==> config.mk <==
export PLATFORM = sky130hd
export DESIGN_NAME = sync_fifo_param
export DESIGN_NICKNAME = d
export VERILOG_FILES = /design/src/rtl/fifo_pkg.sv /design/src/rtl/fifo_mem.sv /design/src/rtl/sync_fifo_param.sv
export SDC_FILE = /design/constraint.sdc
export NUM_CORES = 1
export LEC_CHECK = 0
export ABC_AREA = 1
export CORE_MARGIN = 5
export CORE_UTILIZATION = 50
export CTS_CLUSTER_SIZE = 10
export DETAILED_ROUTE_END_ITERATION = 10
export PLACE_DENSITY = 0.72
export REMOVE_ABC_BUFFERS = 1
export SLEW_MARGIN = 20
export SYNTH_ARGS = -nofsm -noshare
export SYNTH_HDL_FRONTEND = slang
export SYNTH_SLANG_ARGS = --single-unit
==> constraint.sdc <==
create_clock -name clk -period 2.8 [get_ports clk]
set_input_delay 0.28 -clock clk [delete_from_list [all_inputs] [get_ports clk]]
set_output_delay 0.28 -clock clk [all_outputs]
set_load 0.01 [all_outputs]
==> src/rtl/fifo_pkg.sv <==
// -----------------------------------------------------------------------------
// fifo_pkg
// Shared constants and helpers for the parametrised single-clock FIFO.
//   FIFO_DATA_W : default data word width
//   FIFO_DEPTH  : default number of entries
//   ptr_w()     : pointer / occupancy width for a given depth (address bits
//                 plus one wrap bit)
// -----------------------------------------------------------------------------
package fifo_pkg;

    localparam int FIFO_DATA_W = 16;
    localparam int FIFO_DEPTH  = 8;

    // Address bits plus one wrap bit; also the width of the occupancy count,
    // which must be able to represent DEPTH itself.
    function automatic int ptr_w(input int depth);
        return $clog2(depth) + 1;
    endfunction

endpackage

==> src/rtl/fifo_mem.sv <==
// -----------------------------------------------------------------------------
// fifo_mem
// Simple dual-port storage for the FIFO: one write port, one registered read
// port. The array itself carries no reset so it maps onto block RAM; only the
// read data register is cleared by reset.
//
// Ports:
//   clk    in   clock, rising edge
//   rst_n  in   asynchronous active-low reset (read data register only)
//   we     in   write enable
//   waddr  in   write address
//   wdata  in   write data
//   re     in   read enable; rdata updates on the next rising edge
//   raddr  in   read address
//   rdata  out  registered read data, holds when re is low
// -----------------------------------------------------------------------------
module fifo_mem
    import fifo_pkg::*;
#(
    parameter int DATA_W = FIFO_DATA_W,
    parameter int DEPTH  = FIFO_DEPTH,
    localparam int AW    = $clog2(DEPTH)
) (
    input  logic              clk,
    input  logic              rst_n,
    input  logic              we,
    input  logic [AW-1:0]     waddr,
    input  logic [DATA_W-1:0] wdata,
    input  logic              re,
    input  logic [AW-1:0]     raddr,
    output logic [DATA_W-1:0] rdata
);

    logic [DATA_W-1:0] mem [DEPTH];
    logic [DATA_W-1:0] rdata_reg;

    always_ff @(posedge clk) begin
        if (we) begin
            mem[waddr] <= wdata;
        end
    end

    always_ff @(posedge clk or negedge rst_n) begin
        if (!rst_n) begin
            rdata_reg <= '0;
        end else if (re) begin
            rdata_reg <= mem[raddr];
        end
    end

    assign rdata = rdata_reg;

endmodule

==> src/rtl/sync_fifo_param.sv <==
// -----------------------------------------------------------------------------
// sync_fifo_param
// Parametrised single-clock FIFO with wrap-bit pointers, occupancy count,
// almost-full/almost-empty thresholds, overflow/underflow pulses and a
// synchronous flush.
//
// Ports:
//   clk           in   clock, rising edge
//   rst_n         in   asynchronous active-low reset
//   flush         in   synchronous clear of pointers, rvalid and error pulses
//   wen / wdata   in   write request and data
//   ren           in   read request
//   rdata         out  registered read data (holds when no read is accepted)
//   rvalid        out  rdata was updated by an accepted read at the last edge
//   full / empty  out  count == DEPTH / count == 0
//   almost_full   out  count >= AFULL_TH
//   almost_empty  out  count <= AEMPTY_TH
//   count         out  occupancy
//   overflow      out  one-cycle pulse after a wen while full
//   underflow     out  one-cycle pulse after a ren while empty
// -----------------------------------------------------------------------------
module sync_fifo_param
    import fifo_pkg::*;
#(
    parameter int DATA_W    = FIFO_DATA_W,
    parameter int DEPTH     = FIFO_DEPTH,
    parameter int AFULL_TH  = DEPTH - 2,
    parameter int AEMPTY_TH = 2
) (
    input  logic                      clk,
    input  logic                      rst_n,
    input  logic                      flush,
    input  logic                      wen,
    input  logic [DATA_W-1:0]         wdata,
    input  logic                      ren,
    output logic [DATA_W-1:0]         rdata,
    output logic                      rvalid,
    output logic                      full,
    output logic                      empty,
    output logic                      almost_full,
    output logic                      almost_empty,
    output logic [ptr_w(DEPTH)-1:0]   count,
    output logic                      overflow,
    output logic                      underflow
);

    localparam int AW = $clog2(DEPTH);
    localparam int PW = ptr_w(DEPTH);

    localparam logic [PW-1:0] AFULL_TH_C  = PW'(AFULL_TH);
    localparam logic [PW-1:0] AEMPTY_TH_C = PW'(AEMPTY_TH);

    generate
        if ((DEPTH < 2) || ((DEPTH & (DEPTH - 1)) != 0)) begin : g_bad_depth
            $fatal(1, "sync_fifo_param: DEPTH must be a power of two and >= 2");
        end
    endgenerate

    logic [PW-1:0] wptr_reg, wptr_next;
    logic [PW-1:0] rptr_reg, rptr_next;
    logic          rvalid_reg, rvalid_next;
    logic          overflow_reg, overflow_next;
    logic          underflow_reg, underflow_next;
    logic          wr_ok, rd_ok;
    logic          mem_we, mem_re;

    // Flags come straight from the registered pointers. Equal pointers mean
    // empty; equal addresses with differing wrap bits mean full.
    assign empty        = (wptr_reg == rptr_reg);
    assign full         = (wptr_reg[AW-1:0] == rptr_reg[AW-1:0]) &&
                          (wptr_reg[AW] != rptr_reg[AW]);
    assign count        = wptr_reg - rptr_reg;
    assign almost_full  = (count >= AFULL_TH_C);
    assign almost_empty = (count <= AEMPTY_TH_C);

    // Acceptance uses the pre-edge flags, so a read frees no space for a
    // write in the same cycle, and a write cannot feed a read in the same
    // cycle.
    assign wr_ok  = wen && !full;
    assign rd_ok  = ren && !empty;
    assign mem_we = wr_ok && !flush;
    assign mem_re = rd_ok && !flush;

    always_comb begin
        wptr_next      = wptr_reg;
        rptr_next      = rptr_reg;
        rvalid_next    = 1'b0;
        overflow_next  = 1'b0;
        underflow_next = 1'b0;
        if (flush) begin
            wptr_next = '0;
            rptr_next = '0;
        end else begin
            if (wr_ok) begin
                wptr_next = wptr_reg + PW'(1);
            end
            if (rd_ok) begin
                rptr_next = rptr_reg + PW'(1);
            end
            rvalid_next    = rd_ok;
            overflow_next  = wen && full;
            underflow_next = ren && empty;
        end
    end

    always_ff @(posedge clk or negedge rst_n) begin
        if (!rst_n) begin
            wptr_reg      <= '0;
            rptr_reg      <= '0;
            rvalid_reg    <= 1'b0;
            overflow_reg  <= 1'b0;
            underflow_reg <= 1'b0;
        end else begin
            wptr_reg      <= wptr_next;
            rptr_reg      <= rptr_next;
            rvalid_reg    <= rvalid_next;
            overflow_reg  <= overflow_next;
            underflow_reg <= underflow_next;
        end
    end

    assign rvalid    = rvalid_reg;
    assign overflow  = overflow_reg;
    assign underflow = underflow_reg;

    fifo_mem #(
        .DATA_W (DATA_W),
        .DEPTH  (DEPTH)
    ) u_mem (
        .clk   (clk),
        .rst_n (rst_n),
        .we    (mem_we),
        .waddr (wptr_reg[AW-1:0]),
        .wdata (wdata),
        .re    (mem_re),
        .raddr (rptr_reg[AW-1:0]),
        .rdata (rdata)
    );

endmodule

==> qor.csv <==
stage;metric;value;unit
clock_network;CTS Hold Buffers Added;0;
timing;min cycle time layout;2.573;ns
pwr;Sw Pwr;0.001688;W
pwr;Worst VDD drop;417.4;uV
grt;first-pass GRT wire length;24070;um
clock_network;H-tree Lvls;4;
logic_synthesis;Synth Area in Compound Gates;0.004801;
die;area of the core;13240;um^2
logic_synthesis;Post-Syn Area;6775;um^2
timing;period utilization;0.9189;
worst_setup_path;Critical Path Start Type;flop;
timing;Final Skew;0.009381;ns
worst_setup_path;Critical Path End Type;output pin;
clock_network;Clock Latency Late Sink;0.43;ns
logic_synthesis;XOR/XNOR Fraction of Synth Area;0.006464;
pwr;Internal;0.004674;W
worst_setup_path;Buf+Inv Stages, Crit Path;3;
place;port bufs;47;
drt;Avg Vias per Cell;5.053;
pwr;sw frac;0.2653;
drt;vias;4593;
finish;max reg flops;128;
finish;Fill cells;1069;
worst_setup_path;crit-path leading delay family;buffers and inverters;
worst_setup_path;kind of critical path;flop to output pin;
worst_setup_path;Slowest-stage cell, CP;clkdlybuf4s50_1;
worst_setup_path;Worst EP arrival;2.29;ns
timing;RSZ-0062 raised after global routing;false;
worst_setup_path;Data required, critical path;2.52;ns
drt;first-iteration detailed-routing DRC count;349;
die;Starting Density;0.5116;
finish;layout cell share with drive strength beyond 1;0.09686;
clock_network;CTS Buffer Depth;2;
timing;final worst slack;0.2271;ns
die;io pins;48;
clock_network;TritonCTS Sinks;155;
logic_synthesis;register area share after synthesis;0.6670;
die;Chip Width;126.4;um
logic_synthesis;Yosys warning count;0;
worst_setup_path;R2R cell count;10;
pwr;Clock power frac;0.378;
logic_synthesis;largest family of logic cells by synthesized area;simple AND/OR/NAND/NOR gates;
place;pre-CTS worst setup slack;0.4411;ns
logic_synthesis;#FFs+latches synth;155;
grt;initial antenna violation count;0;
drt;Detail Route Antenna Nets;0;
timing;Slew @ Worst Pin;0.7269;ns
run;max-cap viol count;0;
timing;f_max;388.7;MHz
grt;vias in the first global route;4710;
drt;TritonRoute pass-1 iters;5;
clock_network;clock root buffer;clkbuf_16;
pwr;cell leakage power;3.580;nW
drt;DR WL/cell;16.31;um
worst_setup_path;CP max FO;5;
timing;Relative slew margins;0.5154;
pwr;Comb pwr share;0.193;
finish;most frequent cells in the layout;nand2_1, edfxtp_1, inv_1;
timing;setup TNS;0;ns
place;DP HPWL;9177;um
finish;n_diodes;0;
worst_hold_path;Hold Path Class;input pin to asynchronous set/reset pin;
timing;Final Hold Slack;0.2700;ns
timing;max-slew violation count;0;
finish;layout net count;747;
logic_synthesis;Synth Area in Simple Gates;0.2242;
logic_synthesis;Yosys cell types;24;
finish;commonest non-fill, non-tap cell in the layout;nand2_1;
grt;largest net degree at the start of global routing;68;
finish;post-route design area;8125;um^2
drt;Post-Route WL;14830;um
worst_setup_path;cells along the critical path;inv_1, ha_1, fa_1, xor2_2, inv_1, clkdlybuf4s50_1;
drt;DRC violations left;0;
place;GPL Wtd Cong;0.8489;
grt;GRT overflow;0;
worst_setup_path;number of stages on the worst setup path;6;
pwr;total power;0.006361;W
worst_setup_path;Crit path top cell by count;inv_1;
place;placed cell area;7480;um^2
logic_synthesis;Adder-Cell Fraction of Synth Area;0.01219;
die;Die ar.;15980;um^2
logic_synthesis;Post-Synthesis Cells;660;
pwr;sequential power share;0.429;
timing;final hold violation count;0;
clock_network;total CTS buffers;17;
logic_synthesis;mux cell area share after synthesis;0;
finish;Layout area overhead;19.93;%
worst_setup_path;slowest cell delay on critical path;0.52;ns
die;Core Rows;42;
pwr;pwr dens;782.9;nW/um^2
die;DIE HEIGHT;126.4;um
logic_synthesis;Mean Syn Cell Area;10.27;um^2
grt;gr usage total;0.1947;
clock_network;CTS tree;built;
timing;# setup viols final;0;
clock_network;Clk pin slew, worst setup/hold paths;0.06;ns
outcome;outcome;finished clean;
logic make-up (layout without fill, tap and decap cells):
family | after synthesis | count (layout)
xor+xnor | 5 | 5
compound gates | 6 | 6
simple gates | 348 | 348
buf+inv | 140 | 213
flops | 155 | 155
fa+ha+maj | 6 | 6
power groups by stage:
stage	Sequential [W]	Clock, W	Combinational, W
floorplan	0.00288	0	0.000530
global placement	0.00277	0	0.00121
detailed placement	0.00278	0	0.00123
CTS	0.00273	0.00244	0.00124
global route	0.00275	0.00254	0.00136
finish	0.00273	0.00241	0.00122
cell type report:
cell class              instances  area (um^2)  area share
inverters                     112        420.4     0.05174
clock inverters                15        200.2     0.02464
repair buffers                 69        653.1     0.08038
flip-flops and latches        155         4521      0.5564
clock buffers                  17        425.4     0.05236
well taps                     176        220.2     0.02710
multi-input cells             365         1685      0.2074
path summary, 6_finish.rpt:
kind | startpoint | end | slack, ns
max | wptr_reg[0]$_DFFE_PN0P_ | count[2] | 0.23
min | rst_n | u_mem.rdata[0]$_DFFE_PN0P_ | 0.27
max reg2reg | rptr_reg[1]$_DFFE_PN0P_ | u_mem.mem[2][7]$_DFFE_PP_ | 0.45
min reg2reg | u_mem.rdata[5]$_DFFE_PN0P_ | u_mem.rdata[5]$_DFFE_PN0P_ | 0.48
max in group asynchronous | rst_n | rptr_reg[0]$_DFFE_PN0P_ | 2.21
min in group clk | wen | overflow$_DFF_PN0_ | 0.47
timing repair:
item | in CTS | in global routing
buffers inserted | 0 | 1
pin swaps | 0 | 0
resized for setup | 1 | 2
cloned | 0 | 0
endpoints found under the setup margin | 1 | 2
cell usage after synthesis:
cell | number | share of area
buf_6 | 2 | 0.0033
edfxtp_1 | 128 | 0.57
ha_1 | 5 | 0.0092
nand3b_1 | 1 | 0.0011
xor2_1 | 5 | 0.0065
buf_1 | 1 | 0.00055
nand3_2 | 9 | 0.013
a21oi_1 | 1 | 0.00074
nand4_1 | 1 | 0.00092
buf_2 | 17 | 0.013
dfrtp_1 | 27 | 0.10
fa_1 | 1 | 0.0030
nor2_1 | 13 | 0.0072
nor2_4 | 3 | 0.0050
clkbuf_1 | 7 | 0.0039
inv_1 | 109 | 0.060
nand2_2 | 2 | 0.0018
nand3_1 | 98 | 0.072
nand2_1 | 221 | 0.12
buf_12 | 1 | 0.0030
o211ai_1 | 1 | 0.0011
clkinv_1 | 2 | 0.0011
inv_2 | 1 | 0.00055
o21ai_0 | 4 | 0.0030
metrics by stage:
| step | util | instances |
|---|---|---|
| 2_1_floorplan | - | 632 |
| 3_3_place_gp | 0.5648 | 876 |
| 3_5_place_dp | 0.5648 | 876 |
| 4_1_cts | 0.6126 | 908 |
| 5_1_grt | 0.6136 | 909 |
| 6_report | 0.6136 | 909 |
routing by layer:
metal,global-route usage,wire [um],up-vias
li1,-,-,2227
met1,0.2537,6393,2194
met2,0.3241,7294,152
met3,0.04414,924,20
met4,0.06498,217,0
met5,0,0,-
Note: power is estimated with default switching activity, not from simulation.
